## src/rtl/posit_add_arbiter.sv

```systemverilog
// Two-requester round-robin front end for a shared combinational posit adder.
// One operation in flight: accept (IDLE) -> capture sum (CALC) -> hold result until taken (DONE).
module posit_add_arbiter #(
  parameter int N  = 32,
  parameter int ES = 4,
  parameter int CW = 16
) (
  input  logic          clk,
  input  logic          rst,
  input  logic          req0_valid,
  input  logic [N-1:0]  req0_a,
  input  logic [N-1:0]  req0_b,
  output logic          req0_ready,
  input  logic          req1_valid,
  input  logic [N-1:0]  req1_a,
  input  logic [N-1:0]  req1_b,
  output logic          req1_ready,
  output logic [N-1:0]  add_in1,
  output logic [N-1:0]  add_in2,
  input  logic [N-1:0]  add_out,
  output logic          res_valid,
  input  logic          res_ready,
  output logic [N-1:0]  res_data,
  output logic          res_id,
  output logic [CW-1:0] done_cnt0,
  output logic [CW-1:0] done_cnt1
);

  typedef enum logic [1:0] {IDLE, CALC, DONE} state_t;

  state_t state, state_nxt;
  logic   last_grant, inflight_id;
  logic   grant_vld, grant_id;

  // ES only describes the operand format seen by the external adder.
  logic es_unused;
  assign es_unused = |ES;

  always_comb begin
    state_nxt  = state;
    grant_vld  = 1'b0;
    grant_id   = 1'b0;
    case (state)
      IDLE: begin
        if (!rst) begin
          if (req0_valid && req1_valid) begin
            grant_vld = 1'b1;
            grant_id  = ~last_grant;
          end else if (req0_valid) begin
            grant_vld = 1'b1;
            grant_id  = 1'b0;
          end else if (req1_valid) begin
            grant_vld = 1'b1;
            grant_id  = 1'b1;
          end
        end
        if (grant_vld) state_nxt = CALC;
      end
      CALC:    state_nxt = DONE;
      DONE:    if (res_ready) state_nxt = IDLE;
      default: state_nxt = IDLE;
    endcase
  end

  assign req0_ready = grant_vld && !grant_id;
  assign req1_ready = grant_vld &&  grant_id;

  always_ff @(posedge clk) begin
    if (rst) begin
      state       <= IDLE;
      last_grant  <= 1'b1;
      inflight_id <= 1'b0;
      add_in1     <= '0;
      add_in2     <= '0;
      res_data    <= '0;
      res_id      <= 1'b0;
      res_valid   <= 1'b0;
      done_cnt0   <= '0;
      done_cnt1   <= '0;
    end else begin
      state <= state_nxt;
      case (state)
        IDLE: if (grant_vld) begin
          add_in1     <= grant_id ? req1_a : req0_a;
          add_in2     <= grant_id ? req1_b : req0_b;
          last_grant  <= grant_id;
          inflight_id <= grant_id;
        end
        CALC: begin
          res_data  <= add_out;
          res_id    <= inflight_id;
          res_valid <= 1'b1;
        end
        DONE: if (res_ready) begin
          res_valid <= 1'b0;
          if (res_id) done_cnt1 <= done_cnt1 + CW'(1);
          else        done_cnt0 <= done_cnt0 + CW'(1);
        end
        default: ;
      endcase
    end
  end

endmodule
```

## config.mk

```make
export PLATFORM = sky130hd
export DESIGN_NAME = posit_add_arbiter
export DESIGN_NICKNAME = d
export VERILOG_FILES = /design/src/rtl/posit_add_arbiter.sv
export SDC_FILE = /design/constraint.sdc
export NUM_CORES = 1
export LEC_CHECK = 0
export BUFFER_PORTS_ARGS = -buffer_cell sky130_fd_sc_hd__buf_2
export CELL_PAD_IN_SITES_DETAIL_PLACEMENT = 1
export CELL_PAD_IN_SITES_GLOBAL_PLACEMENT = 2
export CORE_MARGIN = 4
export CORE_UTILIZATION = 23
export DETAILED_ROUTE_END_ITERATION = 8
export GPL_ROUTABILITY_DRIVEN = 0
export PLACE_DENSITY = 0.84
export SLEW_MARGIN = 10
export SYNTH_ARGS = -nofsm -noshare
export SYNTH_HDL_FRONTEND = slang
export SYNTH_SLANG_ARGS = --single-unit
```

## constraint.sdc

```tcl
create_clock -name clk -period 2.05 [get_ports clk]
set_clock_uncertainty 0.2 [all_clocks]
set_input_delay 0.41 -clock clk [delete_from_list [all_inputs] [get_ports clk]]
set_output_delay 0.41 -clock clk [all_outputs]
set_load 0.03 [all_outputs]
```

Word-level counts from Yosys, hierarchy flattened
Cells that the tools add are included.
Widths: inputs -> output; s select.
- register bits after elaboration: 134
- input bits: 165
- word-level logic and storage cells: 46
- $add $sub $neg: 2
- eq/ne operators: 4
- mux-type cells: 17
- bitwise operators: 2
- reductions and logical operators: 11
- operators by type and width (operator ; count):
    $mux 32 ; 2
    $add 16x1->16 const B ; 2
    $mux 1 ; 11
    $pmux 2 s3 ; 1
    $reduce_and 2->1 ; 3
    $reduce_and 3->1 ; 2
    $mux 2 ; 2
    $ne 2x2->1 const B ; 2
    $logic_and 1x1->1 ; 3
    $eq 2x1->1 const B ; 1
    $eq 2x2->1 const B ; 1
    $logic_not 2->1 ; 1
    $not 1->1 ; 2
    $pmux 1 s2 ; 1
    $reduce_bool 2->1 ; 1
    $logic_not 1->1 ; 1

Depth between registers and ports, before layout
Gate-level depths: netlist of run 1.
- depth after elaboration: 7
- depth in mapped cells: 8
- depth with buffers taken out: 5

Least setup slack after synthesis of run 1
Ideal clock, no wire load.
- path type: register to register
- from: register done_cnt1[0]
- to: register done_cnt1[12]
- data arrival time: 1.782 ns
- required time: 1.780 ns
- path slack: -0.002 ns
- cell stages (with the launch flop): 6
- clock period less this slack: 2.052 ns
- path through: dfxtp_1 > ha_1 > nand3_1 > or3_1 > or3_1 > a21oi_1
- longest elaborated chain between the ends: 1
- RTL lines (element ; RTL line ; text):
    start, declared ; 26 ; output logic [CW-1:0] done_cnt1
    start signal, assigned ; 96 ; if (res_id) done_cnt1 <= done_cnt1 + CW'(1);
    $add 16x1->16 ; 96 ;
No other way between the ends.
A chain may end at the register's enable or synchronous reset.

Worst setup path after layout of run 1
- from: register state[0]
- to: output port req1_ready
- longest elaborated chain between the ends: 3
- RTL lines (element ; RTL line ; text):
    start, declared ; 31 ; state_t state, state_nxt;
    start signal, assigned ; 81 ; state <= state_nxt;
    $logic_not 2->1 * ; 43 ; case (state)
    $mux 1 ; 43 ;
    $logic_and 1x1->1 * ; 66 ; assign req1_ready = grant_vld && grant_id;
    end, declared ; 17 ; output logic req1_ready,
Mark *: on every way between the ends. The rest lies on a longest branch, timed or not.

==> results of run 1 <==
[registers in the layout, indices dropped and copies added, names as in the netlist]
| name | count |
|---|---|
| add_in1 | 32 |
| last_grant | 1 |
| res_data | 32 |
| state | 2 |
| res_id | 1 |
| add_in2 | 32 |
| done_cnt0 | 16 |
| done_cnt1 | 16 |
| inflight_id | 1 |
| res_valid | 1 |
[path summary, 6_finish.rpt]
| kind | depth (start not counted) | slack (ns) | endpoint | start |
|---|---|---|---|---|
| hold reg to reg | 2 | 0.25 | res_data[22]$_SDFFE_PP0P_ | res_data[22]$_SDFFE_PP0P_ |
| hold / removal | 3 | 0.03 | res_data[5]$_SDFFE_PP0P_ | add_out[5] |
| setup reg to reg | 6 | 0.14 | done_cnt0[15]$_SDFFE_PP0P_ | state[1]$_SDFFE_PP0P_ |
| setup / recovery | 4 | 0.07 | req1_ready | state[0]$_SDFFE_PP0P_ |
[cells by family (layout without fill, tap and decap cells)]
| group | count (synthesis) | count (layout) | synth area share [%] |
|---|---|---|---|
| simple gates | 216 | 216 | 18.56 |
| compound gates | 190 | 190 | 21.55 |
| flops | 134 | 134 | 51.28 |
| buf+inv | 56 | 366 | 4.568 |
| xor+xnor | 19 | 19 | 3.181 |
| fa+ha+maj | 2 | 2 | 0.4783 |
| mux | 2 | 2 | 0.3827 |
[routing by layer]
metal  up-vias  share of wire [%]  track usage, %
met5         -              0.035               0
met4         2                1.0           3.748
met3        18                9.4           7.180
met2       215                 48           25.64
met1      2586                 42           17.66
li1       2758                  -               -
[where the power goes]
part | internal [mW] | switching [mW] | leakage, nW
Clock | 1.88 | 1.25 | 0.280
Combinational | 0.403 | 0.693 | 2.13
Sequential | 2.75 | 0.0703 | 1.09
Total | 5.03 | 2.02 | 3.50
[timing repair]
item                       in CTS  in global routing
pin swaps                       0                  1
hold buffers                    0                  0
gates resized for setup        10                  1
setup buffers                   3                  1
setup endpoints to repair       2                  2
[worst max-delay path, delay by kind of cell (launching register included)]
kind	cells	cell delay, ns
buffers and inverters	2	0.27
flip-flops	1	0.34
AND/OR/NAND/NOR	2	0.35
[cells in the final DEF, fill, tap and decap left out, types with 7 or more instances in the layout]
master / count
sky130_fd_sc_hd__a21oi_1: 110
sky130_fd_sc_hd__a22oi_1: 64
sky130_fd_sc_hd__buf_12: 7
sky130_fd_sc_hd__buf_2: 293
sky130_fd_sc_hd__buf_4: 24
sky130_fd_sc_hd__clkbuf_16: 17
sky130_fd_sc_hd__dfxtp_1: 131
sky130_fd_sc_hd__inv_1: 8
sky130_fd_sc_hd__nand2_1: 138
sky130_fd_sc_hd__nand3_1: 10
sky130_fd_sc_hd__nand4_1: 8
sky130_fd_sc_hd__nor2_1: 24
sky130_fd_sc_hd__o21ai_0: 10
sky130_fd_sc_hd__or3_1: 10
sky130_fd_sc_hd__xnor2_1: 9
sky130_fd_sc_hd__xor2_1: 10
[Yosys cell counts]
cell / instances
sky130_fd_sc_hd__a211o_1: 1
sky130_fd_sc_hd__a211oi_1: 1
sky130_fd_sc_hd__a21oi_1: 110
sky130_fd_sc_hd__a22oi_1: 64
sky130_fd_sc_hd__and2_1: 4
sky130_fd_sc_hd__and3_1: 3
sky130_fd_sc_hd__and4_1: 3
sky130_fd_sc_hd__and4bb_2: 1
sky130_fd_sc_hd__buf_1: 3
sky130_fd_sc_hd__buf_2: 11
sky130_fd_sc_hd__buf_4: 4
sky130_fd_sc_hd__clkbuf_1: 30
sky130_fd_sc_hd__dfxtp_1: 134
sky130_fd_sc_hd__ha_1: 2
sky130_fd_sc_hd__inv_1: 8
sky130_fd_sc_hd__mux2i_1: 2
sky130_fd_sc_hd__nand2_1: 138
sky130_fd_sc_hd__nand2b_1: 1
sky130_fd_sc_hd__nand3_1: 10
sky130_fd_sc_hd__nand3b_1: 2
sky130_fd_sc_hd__nand4_1: 8
sky130_fd_sc_hd__nand4b_4: 1
sky130_fd_sc_hd__nor2_1: 24
sky130_fd_sc_hd__nor2b_1: 1
sky130_fd_sc_hd__nor3_1: 3
sky130_fd_sc_hd__nor4_1: 4
sky130_fd_sc_hd__o211a_1: 1
sky130_fd_sc_hd__o21ai_0: 10
sky130_fd_sc_hd__o21ai_1: 1
sky130_fd_sc_hd__o31ai_1: 2
sky130_fd_sc_hd__or3_1: 10
sky130_fd_sc_hd__or3_4: 1
sky130_fd_sc_hd__or4_1: 2
sky130_fd_sc_hd__xnor2_1: 9
sky130_fd_sc_hd__xor2_1: 10
[cell type report]
class | instances | area share, %
timing repair buffer | 326 | 23.13
sequential | 134 | 34.41
clock inverter | 12 | 1.824
inverter | 8 | 0.3839
tap | 280 | 4.479
multi-input combinational | 429 | 29.93
clock buffer | 20 | 5.839
==> metrics.txt, run 1 <==
# TYPE chip_impl_metric gauge
chip_impl_info{name="timing.critical_path.cells",value="nor3_2, buf_4, and3_4, buf_6"} 1
chip_impl_info{name="critical_path.endpoint_type",value="primary output"} 1
chip_impl_metric{name="core",unit="um^2"} 22090
chip_impl_info{name="cts_tree",value="built"} 1
chip_impl_info{name="slowest_stage",value="sky130_fd_sc_hd__dfxtp_4"} 1
chip_impl_metric{name="total_via_count_after_detailed_routing",unit=""} 5579
chip_impl_metric{name="final_util",unit="%"} 35.40
chip_impl_metric{name="grt-ovfl-total",unit=""} 0
chip_impl_metric{name="design_power_total",unit="mW"} 7.041
chip_impl_metric{name="grt_pass1_vias",unit=""} 5723
chip_impl_metric{name="hold_ws",unit="ns"} 0.03278
chip_impl_metric{name="multi_input_area",unit="um^2"} 2341
chip_impl_metric{name="cts.reportedPaths.clkPinSlew",unit="ns"} 0.06
chip_impl_metric{name="drt_pre_antenna_iters",unit=""} 4
chip_impl_metric{name="fin_setup_tns",unit="ns"} 0
chip_impl_metric{name="placement.setup.worst_slack",unit="ns"} 0.05856
chip_impl_metric{name="dpl_cell_area",unit="um^2"} 7156
chip_impl_metric{name="final-max-slew-violation-count",unit=""} 0
chip_impl_metric{name="route.detailed.vias_per_inst",unit=""} 4.615
chip_impl_metric{name="worst-slew-pin-transition",unit="ns"} 0.6409
chip_impl_metric{name="ys_ff_latch",unit=""} 134
chip_impl_metric{name="remaining_drc_errors",unit=""} 0
chip_impl_metric{name="post_synth_inst_count",unit=""} 619
chip_impl_metric{name="layout_worst_path_cycle_share",unit="%"} 96.56
chip_impl_metric{name="synth.avg_cell_area",unit="um^2"} 8.451
chip_impl_metric{name="drt-wirelength-per-cell",unit="um"} 16.47
chip_impl_metric{name="layoutNonFillerInstCount",unit=""} 1209
chip_impl_metric{name="drt_wl_total",unit="mm"} 19.92
chip_impl_info{name="synth.area.top_cells",value="sky130_fd_sc_hd__dfxtp_1, sky130_fd_sc_hd__a21oi_1, sky130_fd_sc_hd__nand2_1, sky130_fd_sc_hd__a22oi_1, sky130_fd_sc_hd__clkbuf_1"} 1
chip_impl_metric{name="drtAntennaViolNets",unit=""} 0
chip_impl_metric{name="finish.instance_area",unit="um^2"} 7821
chip_impl_metric{name="timing.slew.headroom",unit="%"} 57.27
chip_impl_metric{name="clock_latency",unit="ns"} 0.41
chip_impl_metric{name="initial_antenna_violation_count",unit=""} 1
chip_impl_metric{name="layout.area.seq",unit="um^2"} 2691
chip_impl_metric{name="post-synth-top-area-fraction",unit="%"} 51.28
chip_impl_info{name="status",value="finished, final reports clean"} 1
chip_impl_metric{name="die_outline_area",unit="um^2"} 25220
chip_impl_metric{name="power.leakage",unit="nW"} 3.505
chip_impl_metric{name="report.final.hold_viol_count",unit=""} 0
chip_impl_metric{name="drt_iter0_markers",unit=""} 258
chip_impl_metric{name="final.setup.worst_slack",unit="ns"} 0.07060
chip_impl_metric{name="grt_start_max_net_pins",unit=""} 134
chip_impl_metric{name="grt_pass1_wl",unit="mm"} 31.40
chip_impl_metric{name="boundaryPins",unit=""} 297
chip_impl_metric{name="floorplan.die.width",unit="um"} 158.8
chip_impl_metric{name="clock_sink_count",unit=""} 134
chip_impl_metric{name="slowest_delay",unit="ns"} 0.34
chip_impl_metric{name="maxCapViolations",unit=""} 0
chip_impl_metric{name="peakVddDrop",unit="V"} 0.0004411
chip_impl_info{name="yosys.area.top_type",value="sky130_fd_sc_hd__dfxtp_1"} 1
chip_impl_metric{name="power.density_cell_area",unit="nW/um^2"} 900.2
chip_impl_metric{name="initial_utilization",unit="%"} 23.68
chip_impl_metric{name="rows",unit=""} 54
chip_impl_metric{name="postSynthNetCount",unit=""} 786
chip_impl_metric{name="cp_max_fo",unit=""} 3
chip_impl_info{name="rsz_0062_raised_after_global_routing",value="true"} 1
chip_impl_metric{name="ant_diodes",unit=""} 0
chip_impl_metric{name="critical_path_required_time",unit="ns"} 1.44
chip_impl_metric{name="die_height",unit="um"} 158.8
chip_impl_metric{name="dpl.cell_count",unit=""} 1173
chip_impl_metric{name="fin_nets",unit=""} 1083
chip_impl_metric{name="achievable-frequency",unit="MHz"} 505.2
chip_impl_metric{name="netlist_area",unit="um^2"} 5231
chip_impl_info{name="startpoint_type",value="flop"} 1
chip_impl_info{name="clock_tree.root_cell",value="sky130_fd_sc_hd__clkbuf_16"} 1
chip_impl_info{name="worstHoldPathType",value="in2reg"} 1
chip_impl_metric{name="place_hpwl",unit="mm"} 14.36
chip_impl_metric{name="port_buffers",unit=""} 296
chip_impl_metric{name="fillCellCount",unit=""} 2722
chip_impl_metric{name="report.final.setup_viol",unit=""} 0
chip_impl_metric{name="post_synthesis_sequential_area_ratio",unit="%"} 51.28
chip_impl_metric{name="final_period_minus_worst_setup_slack",unit="ns"} 1.979
chip_impl_metric{name="drive_gt1_share",unit="%"} 39.61
chip_impl_metric{name="yosys_warnings",unit=""} 0
chip_impl_info{name="worst-setup-path-type",value="reg2out"} 1
chip_impl_metric{name="synth_cell_type_count",unit=""} 35
chip_impl_metric{name="critPathArrivalTime",unit="ns"} 1.37
chip_impl_metric{name="cts-buffers-inserted",unit=""} 17
chip_impl_metric{name="maximum_clock_path_buffer_count",unit=""} 2
chip_impl_metric{name="grt_use_total",unit="%"} 15.25
chip_impl_metric{name="clock_tree.htree_level_count",unit=""} 4
chip_impl_metric{name="area.growth.synth_to_final",unit="%"} 49.51
(Power assumes the default switching activity.)
==> inputs of run 2 (changes only) <==
CORE_UTILIZATION = 21   (was 23)
CTS_BUF_LIST = sky130_fd_sc_hd__clkbuf_8 sky130_fd_sc_hd__clkbuf_16   (was unset)
PLACE_DENSITY = 0.81   (was 0.84)
REMOVE_ABC_BUFFERS = 1   (was unset)
clock period = 1.8 ns   (was 2.05 ns; I/O delays follow)
==> metrics.txt, run 2 (synthesis results as in run 1) <==
# TYPE chip_impl_metric gauge
chip_impl_info{name="worst-setup-path-type",value="reg2reg"} 1
chip_impl_info{name="worstHoldPathType",value="in2reg"} 1
chip_impl_metric{name="clock_tree.htree_level_count",unit=""} 4
chip_impl_metric{name="layoutNonFillerInstCount",unit=""} 1392
chip_impl_metric{name="cp_max_fo",unit=""} 7
chip_impl_info{name="crit_path_frequent_cell",value="sky130_fd_sc_hd__buf_6"} 1
chip_impl_info{name="reg_top3",value="add_in1: 32 flops, add_in2: 32 flops, res_data: 32 flops"} 1
chip_impl_metric{name="area.growth.synth_to_final",unit="%"} 82.35
chip_impl_metric{name="grt_use_total",unit="%"} 15.55
chip_impl_metric{name="netSwitchingFraction",unit="%"} 28.01
chip_impl_metric{name="clock_latency",unit="ns"} 0.41
chip_impl_metric{name="design_power_total",unit="mW"} 8.378
chip_impl_info{name="clock_tree.root_cell",value="sky130_fd_sc_hd__clkbuf_16"} 1
chip_impl_info{name="slowest_stage",value="sky130_fd_sc_hd__dfxtp_4"} 1
chip_impl_metric{name="final.setup.worst_slack",unit="ns"} -0.2023
chip_impl_info{name="worstReg2RegEnd",value="add_in2[10]$_SDFFE_PP0P_"} 1
chip_impl_info{name="cts_tree",value="built"} 1
chip_impl_metric{name="final_period_minus_worst_setup_slack",unit="ns"} 2.002
chip_impl_metric{name="fillCellCount",unit=""} 2924
chip_impl_metric{name="min_delay_path_depth",unit=""} 3
chip_impl_metric{name="drive_gt1_share",unit="%"} 42.04
chip_impl_metric{name="dpl.cell_count",unit=""} 1245
chip_impl_metric{name="power.leakage",unit="nW"} 4.221
chip_impl_metric{name="comb_power_share",unit="%"} 18.9
chip_impl_metric{name="floorplan.die.width",unit="um"} 165.8
chip_impl_metric{name="p_seq_share",unit="%"} 38.5
chip_impl_metric{name="cts-buffers-inserted",unit=""} 17
chip_impl_metric{name="report.final.setup_viol",unit=""} 67
chip_impl_info{name="failed_checks",value="setup timing"} 1
chip_impl_metric{name="initial_utilization",unit="%"} 21.45
chip_impl_metric{name="drtAntennaViolNets",unit=""} 0
chip_impl_info{name="rsz_0062_raised_after_global_routing",value="true"} 1
chip_impl_metric{name="worst-slew-pin-transition",unit="ns"} 0.4197
chip_impl_metric{name="drt_wl_total",unit="mm"} 23.44
chip_impl_metric{name="maximum_clock_path_buffer_count",unit=""} 2
chip_impl_metric{name="clock_sink_count",unit=""} 134
chip_impl_info{name="final_cell_mix",value="sky130_fd_sc_hd__buf_2, sky130_fd_sc_hd__nand2_1, sky130_fd_sc_hd__dfxtp_1"} 1
chip_impl_info{name="leading_cell_type_in_the_layout_fill_and_taps_excluded",value="sky130_fd_sc_hd__buf_2"} 1
chip_impl_metric{name="critPathArrivalTime",unit="ns"} 2.08
chip_impl_metric{name="total_via_count_after_detailed_routing",unit=""} 6260
chip_impl_metric{name="remaining_drc_errors",unit=""} 0
chip_impl_info{name="timing.critical_path.cells",value="nor3_4, buf_6, and3_4, buf_4, buf_6, buf_12, buf_4, buf_6, a22oi_1, a21oi_1"} 1
chip_impl_metric{name="port_buffers",unit=""} 296
chip_impl_metric{name="drt_iter0_markers",unit=""} 250
chip_impl_metric{name="rows",unit=""} 57
chip_impl_metric{name="fin_nets",unit=""} 1223
chip_impl_info{name="min_to",value="add_in1[21]$_SDFFE_PP0P_"} 1
chip_impl_metric{name="grt_pass1_wl",unit="mm"} 34.80
chip_impl_metric{name="grt-ovfl-total",unit=""} 0
chip_impl_metric{name="initial_antenna_violation_count",unit=""} 2
chip_impl_metric{name="achievable-frequency",unit="MHz"} 499.4
chip_impl_metric{name="ant_diodes",unit=""} 0
chip_impl_metric{name="power.density_cell_area",unit="nW/um^2"} 878.3
chip_impl_metric{name="critical_path_required_time",unit="ns"} 1.88
chip_impl_info{name="startpoint_type",value="flop"} 1
chip_impl_metric{name="hold_ws",unit="ns"} 0.03736
chip_impl_metric{name="peakVddDrop",unit="V"} 0.0005912
chip_impl_metric{name="timing.slew.headroom",unit="%"} 72.02
chip_impl_info{name="status",value="finished with violations"} 1
chip_impl_metric{name="place_hpwl",unit="mm"} 15.11
chip_impl_metric{name="report.final.hold_viol_count",unit=""} 0
chip_impl_metric{name="layout_worst_path_cycle_share",unit="%"} 111.2
chip_impl_metric{name="timing.reg2reg.worst_path_depth",unit=""} 10
chip_impl_info{name="critical_path.endpoint_type",value="flop"} 1
chip_impl_metric{name="route.detailed.vias_per_inst",unit=""} 4.497
chip_impl_metric{name="grt_start_max_net_pins",unit=""} 71
chip_impl_metric{name="core",unit="um^2"} 24390
chip_impl_metric{name="cell_internal_pwr",unit="mW"} 6.032
chip_impl_metric{name="die_height",unit="um"} 165.8
chip_impl_metric{name="final-max-slew-violation-count",unit=""} 0
chip_impl_metric{name="drt-wirelength-per-cell",unit="um"} 16.84
chip_impl_metric{name="drt_pre_antenna_iters",unit=""} 4
chip_impl_metric{name="power.clock.fraction",unit="%"} 42.6
chip_impl_metric{name="boundaryPins",unit=""} 297
chip_impl_metric{name="r2r_setup_slack",unit="ns"} -0.20
chip_impl_metric{name="cts.reportedPaths.clkPinSlew",unit="ns"} 0.06
chip_impl_metric{name="grt_pass1_vias",unit=""} 6303
chip_impl_metric{name="maxCapViolations",unit=""} 0
chip_impl_info{name="min_from",value="req0_a[21]"} 1
chip_impl_metric{name="slowest_delay",unit="ns"} 0.38
chip_impl_metric{name="die_outline_area",unit="um^2"} 27500
chip_impl_metric{name="power_dissipated_by_switching_net_loads",unit="mW"} 2.346
chip_impl_info{name="crit-reg2reg-launch",value="state[1]$_SDFFE_PP0P_"} 1
## run 2: power by group through the flow
stage	combinational, mW	sequential, mW	clock, mW
2_1_floorplan	0.337	3.57	0
3_5_place_dp	1.26	3.28	0
4_1_cts	1.46	3.21	3.70
3_3_place_gp	1.25	3.27	0
5_1_grt	1.70	3.24	3.83
6_report	1.59	3.22	3.57
## run 2: worst max-delay path by stage
stage | start | end | slack, ns | cells after the start
2_1_floorplan | req0_valid | add_in1[0]$_SDFFE_PP0P_ | -1.40 | 3
5_1_grt | state[0]$_SDFFE_PP0P_ | add_in2[10]$_SDFFE_PP0P_ | -0.31 | 10
3_5_place_dp | rst | req1_ready | -0.29 | 5
6_report | state[1]$_SDFFE_PP0P_ | add_in2[10]$_SDFFE_PP0P_ | -0.20 | 10
4_1_cts | state[0]$_SDFFE_PP0P_ | req1_ready | -0.26 | 4
3_3_place_gp | rst | req1_ready | -0.28 | 5
## run 2: critical path, delay by kind of cell (launching register included)
family | cells | cell delay (ns)
DFF | 1 | 0.38
and+or+nand+nor | 2 | 0.23
buffers and inverters | 6 | 0.77
AOI/OAI and AO/OA | 2 | 0.30
## run 2: area by class of cell
type                       instances  area, um^2  area share [%]
timing repair buffer             466        3299           34.59
sequential                       134        2694           28.24
multi-input combinational        429        2512           26.34
clock buffer                      18       439.2           4.604
tap                              324       405.4           4.250
clock inverter                    13       158.9           1.666
inverter                           8       30.03          0.3148
## run 2: through the flow
| step | TNS (ns) | cell area, um^2 | setup WS (ns) | utilization (%) |
|---|---|---|---|---|
| finish | -6.170 | 9539 | -0.2023 | 39.11 |
| global placement | -14.54 | 7407 | -0.2790 | 30.37 |
| CTS | -2.886 | 9090 | -0.2605 | 37.27 |
| detailed placement | -16.58 | 7407 | -0.2883 | 30.37 |
| global route | -12.35 | 9539 | -0.3056 | 39.11 |
| floorplan | -103.93 | 5022 | -1.396 | - |
## run 2: what timing repair did
item / 4_1_cts / 5_1_grt
cloned: 1 / 9
hold endpoints to repair: 95 / 0
resized for setup: 23 / 45
endpoints found under the setup margin: 76 / 74
hold buffers: 95 / 0
setup buffers: 3 / 8
pin swaps: 5 / 21
## run 2: routing by layer
layer / wire, um / global-route usage [%]
met5: 0 / 0
met4: 616 / 5.129
met3: 1099 / 4.380
met2: 11760 / 26.97
met1: 9966 / 18.58
